File: src/rtl/fifo_pkg.sv
// Shared definitions for the synchronous FIFO family: read-mode encoding and
// width helpers used to size counters at elaboration time.
package fifo_pkg;

  typedef enum logic {
    FIFO_RD_REG  = 1'b0,
    FIFO_RD_FWFT = 1'b1
  } fifo_rd_mode_e;

  // A fill counter must represent 0..depth inclusive, hence depth+1 states.
  function automatic int fifo_cnt_width(input int depth);
    return $clog2(depth + 1);
  endfunction

endpackage

File: src/rtl/fifo_ptr_wrap.sv
// Modulo-DEPTH pointer for FIFO storage; DEPTH need not be a power of two,
// so the wrap is an explicit compare rather than natural binary overflow.
module fifo_ptr_wrap #(
  parameter int DEPTH = 8,
  parameter int WIDTH = 3
) (
  input  logic             i_clk,
  input  logic             i_rst,
  input  logic             i_inc,
  output logic [WIDTH-1:0] o_ptr
);

  always_ff @(posedge i_clk or posedge i_rst) begin
    if (i_rst) begin
      o_ptr <= '0;
    end else if (i_inc) begin
      if (o_ptr == WIDTH'(DEPTH - 1)) begin
        o_ptr <= '0;
      end else begin
        o_ptr <= o_ptr + WIDTH'(1);
      end
    end
  end

endmodule

File: src/rtl/fifo_sync_flag.sv
// Single-clock FIFO with arbitrary depth, registered or FWFT read, fill count,
// programmable almost-full/almost-empty thresholds and sticky error flags.
module fifo_sync_flag
  import fifo_pkg::*;
#(
  parameter int DATA_WIDTH = 32,
  parameter int FIFO_DEPTH = 8,
  parameter int FWFT       = 0,
  parameter int AF_LEVEL   = FIFO_DEPTH - 1,
  parameter int AE_LEVEL   = 1,
  parameter int PTRS_WIDTH = $clog2(FIFO_DEPTH),
  parameter int CNT_WIDTH  = fifo_cnt_width(FIFO_DEPTH)
) (
  input  logic                  i_clk,
  input  logic                  i_rst,
  input  logic                  i_wr_en,
  input  logic [DATA_WIDTH-1:0] i_wr_data,
  output logic                  o_wr_full,
  output logic                  o_almost_full,
  input  logic                  i_rd_en,
  output logic [DATA_WIDTH-1:0] o_rd_data,
  output logic                  o_rd_empty,
  output logic                  o_almost_empty,
  output logic [CNT_WIDTH-1:0]  o_cnt,
  input  logic                  i_clr_err,
  output logic                  o_ovf,
  output logic                  o_udf
);

  localparam fifo_rd_mode_e RD_MODE = (FWFT != 0) ? FIFO_RD_FWFT : FIFO_RD_REG;

  if (FIFO_DEPTH < 2 || AF_LEVEL > FIFO_DEPTH || AE_LEVEL >= FIFO_DEPTH) begin : g_param_err
    $error("fifo_sync_flag: illegal FIFO_DEPTH/AF_LEVEL/AE_LEVEL combination");
  end

  logic [DATA_WIDTH-1:0] mem [FIFO_DEPTH];
  logic [PTRS_WIDTH-1:0] wr_ptr;
  logic [PTRS_WIDTH-1:0] rd_ptr;
  logic [CNT_WIDTH-1:0]  cnt_q;
  logic                  wr_acc;
  logic                  rd_acc;
  logic                  ovf_q;
  logic                  udf_q;

  // Acceptance is judged against the flags held before the edge, so a full
  // FIFO rejects a same-cycle write even though a read frees a slot.
  assign wr_acc = i_wr_en & ~o_wr_full;
  assign rd_acc = i_rd_en & ~o_rd_empty;

  fifo_ptr_wrap #(
    .DEPTH (FIFO_DEPTH),
    .WIDTH (PTRS_WIDTH)
  ) u_wr_ptr (
    .i_clk (i_clk),
    .i_rst (i_rst),
    .i_inc (wr_acc),
    .o_ptr (wr_ptr)
  );

  fifo_ptr_wrap #(
    .DEPTH (FIFO_DEPTH),
    .WIDTH (PTRS_WIDTH)
  ) u_rd_ptr (
    .i_clk (i_clk),
    .i_rst (i_rst),
    .i_inc (rd_acc),
    .o_ptr (rd_ptr)
  );

  always_ff @(posedge i_clk or posedge i_rst) begin
    if (i_rst) begin
      cnt_q <= '0;
    end else begin
      case ({wr_acc, rd_acc})
        2'b10:   cnt_q <= cnt_q + CNT_WIDTH'(1);
        2'b01:   cnt_q <= cnt_q - CNT_WIDTH'(1);
        default: cnt_q <= cnt_q;
      endcase
    end
  end

  // Storage carries no reset; stale entries are never visible past the count.
  always_ff @(posedge i_clk) begin
    if (wr_acc) begin
      mem[wr_ptr] <= i_wr_data;
    end
  end

  // Error flags are sticky; a new violation in the clearing cycle wins.
  always_ff @(posedge i_clk or posedge i_rst) begin
    if (i_rst) begin
      ovf_q <= 1'b0;
      udf_q <= 1'b0;
    end else begin
      if (i_wr_en && o_wr_full) begin
        ovf_q <= 1'b1;
      end else if (i_clr_err) begin
        ovf_q <= 1'b0;
      end
      if (i_rd_en && o_rd_empty) begin
        udf_q <= 1'b1;
      end else if (i_clr_err) begin
        udf_q <= 1'b0;
      end
    end
  end

  if (RD_MODE == FIFO_RD_FWFT) begin : g_rd_fwft
    assign o_rd_data = mem[rd_ptr];
  end else begin : g_rd_reg
    logic [DATA_WIDTH-1:0] rd_data_q;
    always_ff @(posedge i_clk or posedge i_rst) begin
      if (i_rst) begin
        rd_data_q <= '0;
      end else if (rd_acc) begin
        rd_data_q <= mem[rd_ptr];
      end
    end
    assign o_rd_data = rd_data_q;
  end

  assign o_cnt          = cnt_q;
  assign o_wr_full      = (int'(cnt_q) == FIFO_DEPTH);
  assign o_rd_empty     = (cnt_q == '0);
  assign o_almost_full  = (int'(cnt_q) >= AF_LEVEL);
  assign o_almost_empty = (int'(cnt_q) <= AE_LEVEL);
  assign o_ovf          = ovf_q;
  assign o_udf          = udf_q;

endmodule

File: config.mk
export PLATFORM = sky130hd
export DESIGN_NAME = fifo_sync_flag
export DESIGN_NICKNAME = d
export VERILOG_FILES = /design/src/rtl/fifo_pkg.sv /design/src/rtl/fifo_ptr_wrap.sv /design/src/rtl/fifo_sync_flag.sv
export SDC_FILE = /design/constraint.sdc
export NUM_CORES = 1
export LEC_CHECK = 0
export BUFFER_PORTS_ARGS = -buffer_cell sky130_fd_sc_hd__buf_2
export CAP_MARGIN = 5
export CORE_MARGIN = 5
export CORE_UTILIZATION = 55
export CTS_CLUSTER_DIAMETER = 30
export DETAILED_ROUTE_END_ITERATION = 7
export PLACE_DENSITY = 0.73
export SETUP_SLACK_MARGIN = 0.15
export SYNTH_ARGS = -nofsm -noshare
export SYNTH_HDL_FRONTEND = slang
export SYNTH_SLANG_ARGS = --single-unit
File: constraint.sdc
create_clock -name i_clk -period 6.3 [get_ports i_clk]
set_input_delay 0.945 -clock i_clk [delete_from_list [all_inputs] [get_ports i_clk]]
set_output_delay 0.945 -clock i_clk [all_outputs]
set_load 0.01 [all_outputs]
---- Word level (Yosys, flattened, before mapping) ----
Memories as Yosys holds them, arrays and structs flattened. A register that Yosys moved wholly into a read port is not among the register bits.
Cells that the tools add are included.
word-level totals
  register bits ........................... 12
  bits in writable memories ............... 256
  input bits .............................. 37
  output and inout port bits .............. 42
  word-level logic and storage cells ...... 35
  memories kept ........................... 1
memory list
  name  words  width  read ports  clocked after memory_dff  write ports  RTL line              text
  mem   8      32     1           1                         1            fifo_sync_flag.sv:36  logic [DATA_WIDTH-1:0] mem [FIFO_DEPTH];
operators by class
  $add $sub $neg .......................... 4
  order comparisons ....................... 2
  equal/unequal tests ..................... 5
  multiplexer cells ....................... 8
  bitwise logic cells ..................... 4
  reduce and logical (&&, ||, !) cells .... 6
operators by type and width
  operator                                                         number
  case mux 4 bit (2 select lines)                                  1
  adder 3 x 1 -> 3 bit (second input constant)                     2
  == test 3 bit (second input constant)                            2
  two-way mux 3 bit                                                2
  nonzero test 2 bit                                               3
  two-way mux 1 bit                                                5
  adder 4 x 1 -> 4 bit (second input constant)                     1
  == test 4 bit (second input constant)                            1
  >= comparator 4 x 3 -> 1 bit (second input constant)             1
  less-or-equal comparator 4 x 1 -> 1 bit (second input constant)  1
  zero test 4 bit                                                  1
  subtractor 4 x 1 -> 4 bit (second input constant)                1
  bitwise AND 1 bit                                                2
  == test 2 x 1 -> 1 bit (second input constant)                   1
  == test 2 bit (second input constant)                            1
  logical AND 1 bit                                                2
  NOT 1 bit                                                        2

---- Longest topological paths before layout ----
Gate-level depths: netlist (run 1).
  depth after elaboration ................. 5
  gate-level depth with buffers ........... 11
  gate-level depth less buffers ........... 9

---- Cells and area by module ----
Synthesis (run 1) repeated with hierarchy kept, for this count alone.
second synthesis, totals
  cells, all modules ...................... 660
  area total of the unflattened synthesis .. 11850.1 µm²
by module, submodules not included
  module          times used  cells each  area an instance (µm²)  sequential area each (µm²)
  fifo_sync_flag  1           636         11562.3                 8638.3
  fifo_ptr_wrap   2           12          143.9                   75.1

---- Least setup slack after synthesis (run 1) ----
No wires, ideal clock.
  path type ............................... input to register
  start ................................... input port i_wr_en
  end ..................................... memory mem[0][0] (enable)
  setup time .............................. 0.501 ns
  arrival time ............................ 4.185 ns
  setup slack ............................. 1.614 ns
  cell stages on the path ................. 2
  cells stage by stage .................... nand2_1 > nor4_1
between the ends
  word-level cells in the longest chain between the ends .. 3
RTL lines
  what                                     RTL line              text
  from (decl)                              fifo_sync_flag.sv:16  input logic i_wr_en,
  bitwise AND 1 bit                        fifo_sync_flag.sv:47  assign wr_acc = i_wr_en & ~o_wr_full;
  two-way mux 1 bit                        fifo_sync_flag.sv:84  if (wr_acc) begin
  two-way mux 1 bit (not written as such)  fifo_sync_flag.sv:85  mem[wr_ptr] <= i_wr_data;
  to (decl)                                fifo_sync_flag.sv:36
Every way passes these cells.

---- Worst setup path after layout (run 1) ----
  start ................................... register cnt_q[1], in the netlist o_cnt[1]
  end ..................................... register cnt_q[3], in the netlist o_cnt[3]
between the ends
  word-level cells in the longest chain between the ends .. 5
  elaborated cells on any way between the ends .. 12
  those cells by class .................... add/sub: 2; eq/ne: 3; mux: 1; bitwise: 4; reduce/logical: 2
RTL lines
  what                                                                          RTL line               text
  from (decl)                                                                   fifo_sync_flag.sv:39   logic [CNT_WIDTH-1:0] cnt_q;
  from (signal assigned)                                                        fifo_sync_flag.sv:75   2'b10: cnt_q <= cnt_q + CNT_WIDTH'(1);
  from (signal assigned)                                                        fifo_sync_flag.sv:76   2'b01: cnt_q <= cnt_q - CNT_WIDTH'(1);
  from (signal assigned)                                                        fifo_sync_flag.sv:77   default: cnt_q <= cnt_q;
  zero test 4 bit *                                                             fifo_sync_flag.sv:124  assign o_rd_empty = (cnt_q == '0);
  NOT 1 bit *                                                                   fifo_sync_flag.sv:48   assign rd_acc = i_rd_en & ~o_rd_empty;
  bitwise AND 1 bit *                                                           fifo_sync_flag.sv:48
  via rd_acc                                                                    fifo_sync_flag.sv:41   logic rd_acc;
  == test 2 x 1 -> 1 bit / == test 2 bit (equally long branches)                fifo_sync_flag.sv:74   case ({wr_acc, rd_acc})
  case mux 4 bit (2 select lines) / nonzero test 2 bit (equally long branches)  -
Mark *: on every way through the listed nets, which the timed path passes. The rest lies on a longest branch.
A chain may end at the register's enable or synchronous reset.

==> flow_summary_export.csv, run 1 <==
group,metric,value,unit
sta,fin_setup_tns,0,ps
detailed_routing,drt_first_pass_iters,5,
final_layout,fin_nets,810,
pwr,p_per_area,518.1,nW/um^2
sta,rsz0062_at_grt,"false",
grt,grt_max_degree,81,
synthesis,avgSynthCellArea,18.05,sq um
final_layout,final_cell_mix,"edfxtp_1, buf_2, mux2_2, mux2i_1, clkbuf_16",
worst_setup_path,critPathCapture,"o_cnt[3]$_DFFE_PP0P_",
floorplan,rows,53,
synthesis,synth_flop_cell,"edfxtp_1",
final_layout,num-fill-cells,1403,
synthesis,synth_edf_count,256,
clock_network,cts_root_buf,"clkbuf_16",
place,place.gp.congestion,0.7512,
worst_setup_path,path_cells,"inv_1 -> ha_1 -> nor3b_4 -> buf_4 -> nand2b_2 -> buf_4 -> inv_1 -> ha_1 -> nand4b_1 -> a21oi_1 -> xor2_1",
worst_setup_path,critPathMaxFanout,36,
clock_network,cts.clk_slew.worst_paths,50,ps
final_layout,area_growth,19.63,%
detailed_routing,drc,0,
clock_network,cts_made_buffers,49,
worst_setup_path,crit_path_start,"o_cnt[1]$_DFFE_PP0P_",
clock_network,cts_hold_buf,0,
clock_network,cts_setup_buffers,0,
clock_network,clock_path_buffers,3,
synthesis,ys_warn_count,0,
pwr,switching_share,29.86,%
pwr,p_seq_share,38.9,%
worst_setup_path,endpoint_kind,"flop",
synthesis,synth_area,11920,sq um
synthesis,synth_seq_cells,300,
pwr,p_leak,5.224,nW
final_layout,drive_gt1_share,35.82,%
worst_setup_path,timing.critical_path.slowest_stage_cell,"buf_4",
clock_network,h-tree-depth,2,
detailed_routing,vias_per_cell,5.918,
detailed_routing,wl_per_cell,22.52,um
pwr,irDropWorstVdd,0.2873,mV
floorplan,ios,79,
pwr,comb_power_share,24.4,%
sta,slew_headroom,15.75,%
synthesis,syn_nets,705,
sta,hold_violations,0,
min_path,hp-class,"flop to flop",
worst_setup_path,arrival,3570,ps
worst_setup_path,path_class,"flop to flop",
sta,min_period_over_period,49.40,%
clock_network,cts_tree,"done",
sta,clock_skew,10.92,ps
worst_setup_path,r2r_end,"o_cnt[3]$_DFFE_PP0P_",
sta,max_freq,0.3213,GHz
synthesis,ys_seq_area_share,73.76,%
final_layout,mostFrequentLayoutCell,"edfxtp_1",
worst_setup_path,start_kind,"flop",
floorplan,die_area,24710,sq um
worst_setup_path,cpPeakStageDelay,550,ps
grt,grt_pass1_vias,6879,
detailed_routing,drtAntennaViolNets,0,
outcome,status,"completed",
floorplan,fp.coreArea,21150,sq um
worst_setup_path,r2r_setup_slack,3190,ps
sta,tightest_slew,1264,ps
grt,grt_use_total,20.22,%
clock_network,cts_num_sinks,300,
detailed_routing,drtIter0Drc,540,
place,dp_hpwl,13620,um
sta,drv_slew,0,
floorplan,die_w,157.2,um
synthesis,synthCells,660,
grt,grt_first_pass_wirelength,38040,um
synthesis,synthArstFlopShare,14.67,%
worst_setup_path,rr_worst_depth,11,
synthesis,synth.distinct_cells,36,
sta,period_needed,3112,ps
grt,gr-total-overflow,0,
pwr,internal_power,0.005179,W
pwr,pwr-share-clk,36.7,%
detailed_routing,postRouteWirelength,24300,um
run,max_cap_violations,0,
clock_network,cts_resized,0,
pwr,switchingPower,0.002205,W
worst_setup_path,required,6750,ps
grt,antenna_found_initial,0,
final_layout,num_antenna_cells,0,
worst_setup_path,r2r_start,"o_cnt[1]$_DFFE_PP0P_",
floorplan,start_util,56.33,%
final_layout,final_util,67.38,%
floorplan,fp.dieH,157.2,um
place,place.port_buffers,78,
detailed_routing,vias,6386,
sta,setup_viol,0,
clock_network,clk_latency,540,ps
==> layout make-up <==
class,instances,area (sq um),share of cell area [%]
Sequential cell,300,8792,61.68
Timing Repair Buffer,93,503.0,3.529
Tap cell,275,344.1,2.414
Clock buffer,57,1299,9.112
Clock inverter,33,415.4,2.914
Inverter,8,30.03,0.2107
Multi-Input combinational cell,313,2870,20.14
==> cell families after synthesis <==
group                      after synthesis  share of synthesized area [%]
muxes                                  134                          11.98
and+or+nand+nor                         32                          1.491
AOI/OAI and AO/OA                      135                          9.010
DFF                                    300                          73.76
buffers and inverters                   47                          2.625
xor gates and xnor gates                 4                         0.2941
adders and majority gates                8                         0.8401
==> per-stage QoR <==
stage / hold slack (ps) / std cells / worst slack, ps / total power (W) / cell area (sq um)
finish: 531.3 / 1079 / 3188 / 0.007384 / 14250
global route: 560.9 / 1079 / 2934 / 0.007713 / 14250
CTS: 526.8 / 1079 / 3178 / 0.007454 / 14250
detailed placement: 516.8 / 989 / 3194 / 0.004717 / 12540
global placement: 505.7 / 989 / 3336 / 0.004620 / 12540
floorplan: 548.9 / 660 / 1614 / 0.004172 / 11920
==> cells in the mapped netlist, types with 2 or more instances <==
cell | instances | area (sq um)
mux2_1 | 2 | 22.52
clkbuf_1 | 18 | 67.56
o22ai_1 | 32 | 200.2
mux2_2 | 67 | 754.5
buf_8 | 2 | 30.03
nand2b_1 | 5 | 31.28
inv_1 | 7 | 26.28
buf_4 | 3 | 22.52
o21ai_0 | 36 | 180.2
buf_2 | 3 | 15.01
xnor2_1 | 2 | 17.52
mux2i_1 | 65 | 650.6
nand2_1 | 6 | 22.52
dfrtp_1 | 44 | 1101
buf_6 | 11 | 123.9
nor2b_1 | 2 | 12.51
ha_1 | 8 | 100.1
o31ai_2 | 31 | 387.9
edfxtp_1 | 256 | 7687
nor3_1 | 5 | 25.02
nor2_1 | 8 | 30.03
xor2_1 | 2 | 17.52
a22o_1 | 32 | 280.3
==> layer usage <==
layer	vias up	wire, um	global-route usage (%)
li1	2861	-	-
met1	3262	10100	26.94
met2	218	12030	33.30
met3	45	1614	3.987
met4	0	555	7.702
met5	-	0	0
==> worst min path at each step <==
stage / startpoint / end / slack [ps] / cells after the start
after global routing: o_udf$_DFFE_PP0P_ / o_udf$_DFFE_PP0P_ / 560 / 2
after floorplan: o_ovf$_DFFE_PP0P_ / o_ovf$_DFFE_PP0P_ / 550 / 2
after CTS: o_udf$_DFFE_PP0P_ / o_udf$_DFFE_PP0P_ / 530 / 2
after global placement: o_udf$_DFFE_PP0P_ / o_udf$_DFFE_PP0P_ / 510 / 2
final: o_udf$_DFFE_PP0P_ / o_udf$_DFFE_PP0P_ / 530 / 2
after detailed placement: o_udf$_DFFE_PP0P_ / o_udf$_DFFE_PP0P_ / 520 / 2
==> power by group through the flow <==
stage	combinational [W]	sequential [W]	clock, W
2_1_floorplan	0.00138	0.00279	0
3_3_place_gp	0.00174	0.00288	0
3_5_place_dp	0.00181	0.00291	0
4_1_cts	0.00182	0.00288	0.00276
5_1_grt	0.00194	0.00292	0.00286
6_report	0.00180	0.00287	0.00271
==> flip-flops by register name, summed over array words and instances (netlist names) <==
register and count:
u_rd_ptr.o_ptr 3, o_ovf 1, o_rd_data 32, mem 256, o_udf 1, o_cnt 4, u_wr_ptr.o_ptr 3
==> worst max-delay path, delay by kind of cell, from the launching register on <==
family	cells	cell delay (ps)
AO/OA/AOI/OAI	1	170
XOR/XNOR	1	170
adder cells (fa/ha/maj)	2	500
buffers and inverters	4	1160
flip-flops	1	430
AND/OR/NAND/NOR	3	580
Note: power is estimated with default switching activity, not from simulation.
==> run 2: changes to the inputs <==
ABC_AREA = 1   (was default)
clock period = 3 ns   (was 6.3 ns; I/O delays follow)
==> run 2 against run 1 <==
Global-route usage rose by 0.53 points. Design area rose by 5.7%. Clock power rose by 110%. Setup slack got worse by 2500 ps. Via count rose by 31%. Synthesized cell count rose by 83%. Fmax rose by 36%. Critical path depth fell by 3. Die area rose by 5.6%. Register-to-register slack got worse by 2500 ps. Power rose by 110%. Largest cell class unchanged. Largest power group unchanged.
==> flow_summary_export.csv, run 2 <==
group,metric,value,unit
synthesis,synthTopCellsByArea,"edfxtp_1, nand2_1, dfrtp_1",
floorplan,ios,79,
worst_setup_path,r2r_start,"o_cnt[0]$_DFFE_PP0P_",
final_layout,fin_cells,1632,
synthesis,synth.mux.area_fraction,0,%
synthesis,synth_area,12630,sq um
min_path,hp-class,"input pin to flop",
clock_network,cts_made_buffers,51,
worst_setup_path,required,3180,ps
outcome,status,"completed",
sta,hold_violations,0,
sta,tightest_slew,591.2,ps
min_path,hold_start,"i_clr_err",
sta,drv_slew,0,
synthesis,synth_common_cells,"nand2_1, edfxtp_1, inv_1",
worst_setup_path,r2r_setup_slack,720,ps
grt,grt_max_degree,75,
worst_setup_path,cpPeakStageDelay,440,ps
place,placed_area,13350,sq um
sta,fin_setup_tns,0,ps
synthesis,synthArstFlopShare,14.67,%
synthesis,synth_seq_cells,300,
final_layout,area_growth,19.29,%
synthesis,synth_compound_area_share,0.7233,%
floorplan,die_w,161.5,um
final_layout,largest_register_ffs,256,
detailed_routing,wl_per_cell,16.11,um
synthesis,ys_warn_count,0,
detailed_routing,drtAntennaViolNets,0,
worst_setup_path,critPathMaxFanout,32,
sta,max_freq,0.4385,GHz
place,place.port_buffers,78,
min_path,min_path_cells,2,
final_layout,final_cell_mix,"nand2_1, edfxtp_1, inv_1, nand3_1, buf_2",
synthesis,synth_xor_area_share,0.2081,%
floorplan,die_area,26090,sq um
clock_network,cts.clk_slew.worst_paths,50,ps
final_layout,fin_area,15060,sq um
synthesis,synth_top_family_by_area,"simple AND/OR/NAND/NOR gates",
synthesis,yosysTopAreaCell,"edfxtp_1",
detailed_routing,drt_first_pass_iters,6,
worst_setup_path,r2r_end,"mem[0][10]$_DFFE_PP_",
synthesis,synth_edf_count,256,
clock_network,clk_latency,550,ps
detailed_routing,vias,8351,
detailed_routing,dr_wl_met2,13370,um
detailed_routing,postRouteWirelength,26300,um
synthesis,synth_flop_cell,"edfxtp_1",
place,place_inst,1534,
clock_network,cts_num_sinks,300,
floorplan,rows,55,
synthesis,yosys.area_share.adder,0.7926,%
final_layout,fin_nets,1348,
worst_setup_path,path_class,"flop to flop",
final_layout,top_register,"mem",
clock_network,cts_setup_buffers,0,
clock_network,cts_root_buf,"clkbuf_16",
sta,rsz0062_at_grt,"false",
worst_setup_path,rr_worst_depth,8,
synthesis,synth.distinct_cells,23,
final_layout,mostFrequentLayoutCell,"nand2_1",
place,place.gp.congestion,0.7833,
sta,setup_viol,0,
worst_setup_path,endpoint_kind,"flop",
synthesis,avgSynthCellArea,10.47,sq um
worst_setup_path,path_cells,"inv_1 -> ha_1 -> nand3_1 -> nand2_1 -> inv_1 -> nand2_1 -> nor2_4 -> buf_4",
floorplan,fp.dieH,161.5,um
grt,grt_use_total,20.75,%
floorplan,fp.coreArea,22640,sq um
synthesis,synthCells,1206,
floorplan,start_util,55.78,%
grt,grt_first_pass_wirelength,43060,um
synthesis,synth-simple-area-share,20.10,%
clock_network,cts_hold_buf,1,
sta,period_needed,2281,ps
sta,clock_skew,16.45,ps
worst_setup_path,cp.depth,8,
detailed_routing,wl_met1,10750,um
synthesis,ys_seq_area_share,69.59,%
detailed_routing,drc,0,
pwr,irDropWorstVdd,0.5802,mV
detailed_routing,vias_per_cell,5.117,
synthesis,yosys.area.top_type_share,60.87,%
clock_network,h-tree-depth,2,
worst_setup_path,arrival,2460,ps
worst_setup_path,cpLargestDelayFamily,"buffers and inverters",
sta,slew_headroom,60.53,%
worst_setup_path,start_kind,"flop",
detailed_routing,drtIter0Drc,488,
worst_setup_path,critPathBufInv,3,
grt,grt_pass1_vias,8565,
clock_network,cts_resized,0,
clock_network,cts_tree,"done",
synthesis,syn_nets,1251,
run,max_cap_violations,0,
detailed_routing,top_layer,"met4",
min_path,hold_path_end,"o_udf$_DFFE_PP0P_",
clock_network,clock_path_buffers,3,
synthesis,synth_most_common_cell,"nand2_1",
detailed_routing,wl_met3,1539,um
pwr,p_per_area,1026,nW/um^2
grt,antenna_found_initial,1,
pwr,p_leak,6.765,nW
final_layout,drive_gt1_share,15.53,%
place,dp_hpwl,14580,um
grt,gr-total-overflow,0,
sta,min_period_over_period,76.02,%
worst_setup_path,timing.critical_path.slowest_stage_cell,"buf_4",
-- run 2: cell types whose count changed after synthesis, moves of 9 or more --
cell / delta
mux2i_1: -65
buf_6: -9
mux2_2: -67
clkbuf_1: -11
o21ai_0: -30
nand2_1: +392
o31ai_2: -31
a22o_1: -32
nand3_1: +195
o22ai_1: -30
buf_2: +38
inv_1: +203
-- run 2: cell families (layout without fill, tap and decap cells) --
kind of cell,Yosys count,after routing
AO/OA/AOI/OAI,15,15
buffers and inverters,271,411
flip-flops,300,300
XOR/XNOR,3,3
other,0,1
AND/OR/NAND/NOR,609,609
adder cells (fa/ha/maj),8,8
-- run 2: through the flow --
step                      total power, W  hold WS (ps)  setup WS [ps]  util, %
after floorplan                 0.008589         514.1          80.28        -
after detailed placement        0.009894         460.4          701.9    58.96
after CTS                        0.01559         103.0          691.4    66.53
final                            0.01546         124.6          719.3    66.54
after global placement          0.009746         456.9          782.8    58.96
after global routing             0.01635         118.6          506.1    66.54
-- run 2: area by class of cell --
| type | instances | area (sq um) |
|---|---|---|
| Tap cell | 285 | 356.6 |
| Multi-Input combinational cell | 635 | 2816 |
| Timing Repair Buffer | 100 | 583.1 |
| Clock inverter | 38 | 371.6 |
| Antenna cell | 1 | 2.502 |
| Clock buffer | 58 | 1333 |
| Fill cell | 1615 | 7576 |
| Sequential cell | 300 | 8793 |
| Inverter | 215 | 808.3 |
-- run 2: report_power, final --
group          leakage, nW  internal [W]  total, W  switching, W
sequential            2.85       0.00535   0.00574      0.000392
combinational         3.08       0.00131   0.00412       0.00280
clock                0.831       0.00359   0.00560       0.00201
-- run 2: worst register-to-register path, delay by kind of cell, from the launching register on --
| kind | cells | cell delay (ps) |
|---|---|---|
| buffers and inverters | 3 | 640 |
| AND/OR/NAND/NOR | 4 | 610 |
| flip-flops | 1 | 430 |
| adder cells (fa/ha/maj) | 1 | 230 |
-- run 2: worst max path at each step --
stage	slack, ps	to	start
after floorplan	80	mem[1][0]$_DFFE_PP_	o_cnt[0]$_DFFE_PP0P_
after global placement	780	mem[4][6]$_DFFE_PP_	o_cnt[0]$_DFFE_PP0P_
after detailed placement	700	mem[0][5]$_DFFE_PP_	o_cnt[0]$_DFFE_PP0P_
after CTS	690	mem[2][12]$_DFFE_PP_	o_cnt[0]$_DFFE_PP0P_
after global routing	510	mem[4][29]$_DFFE_PP_	o_cnt[0]$_DFFE_PP0P_
final	720	mem[0][10]$_DFFE_PP_	o_cnt[0]$_DFFE_PP0P_
-- run 2: metal layers --
layer	global-route usage, %	vias up
met5	0	-
met4	8.181	0
met3	3.572	60
met2	36.65	255
met1	25.56	3947
li1	-	4089
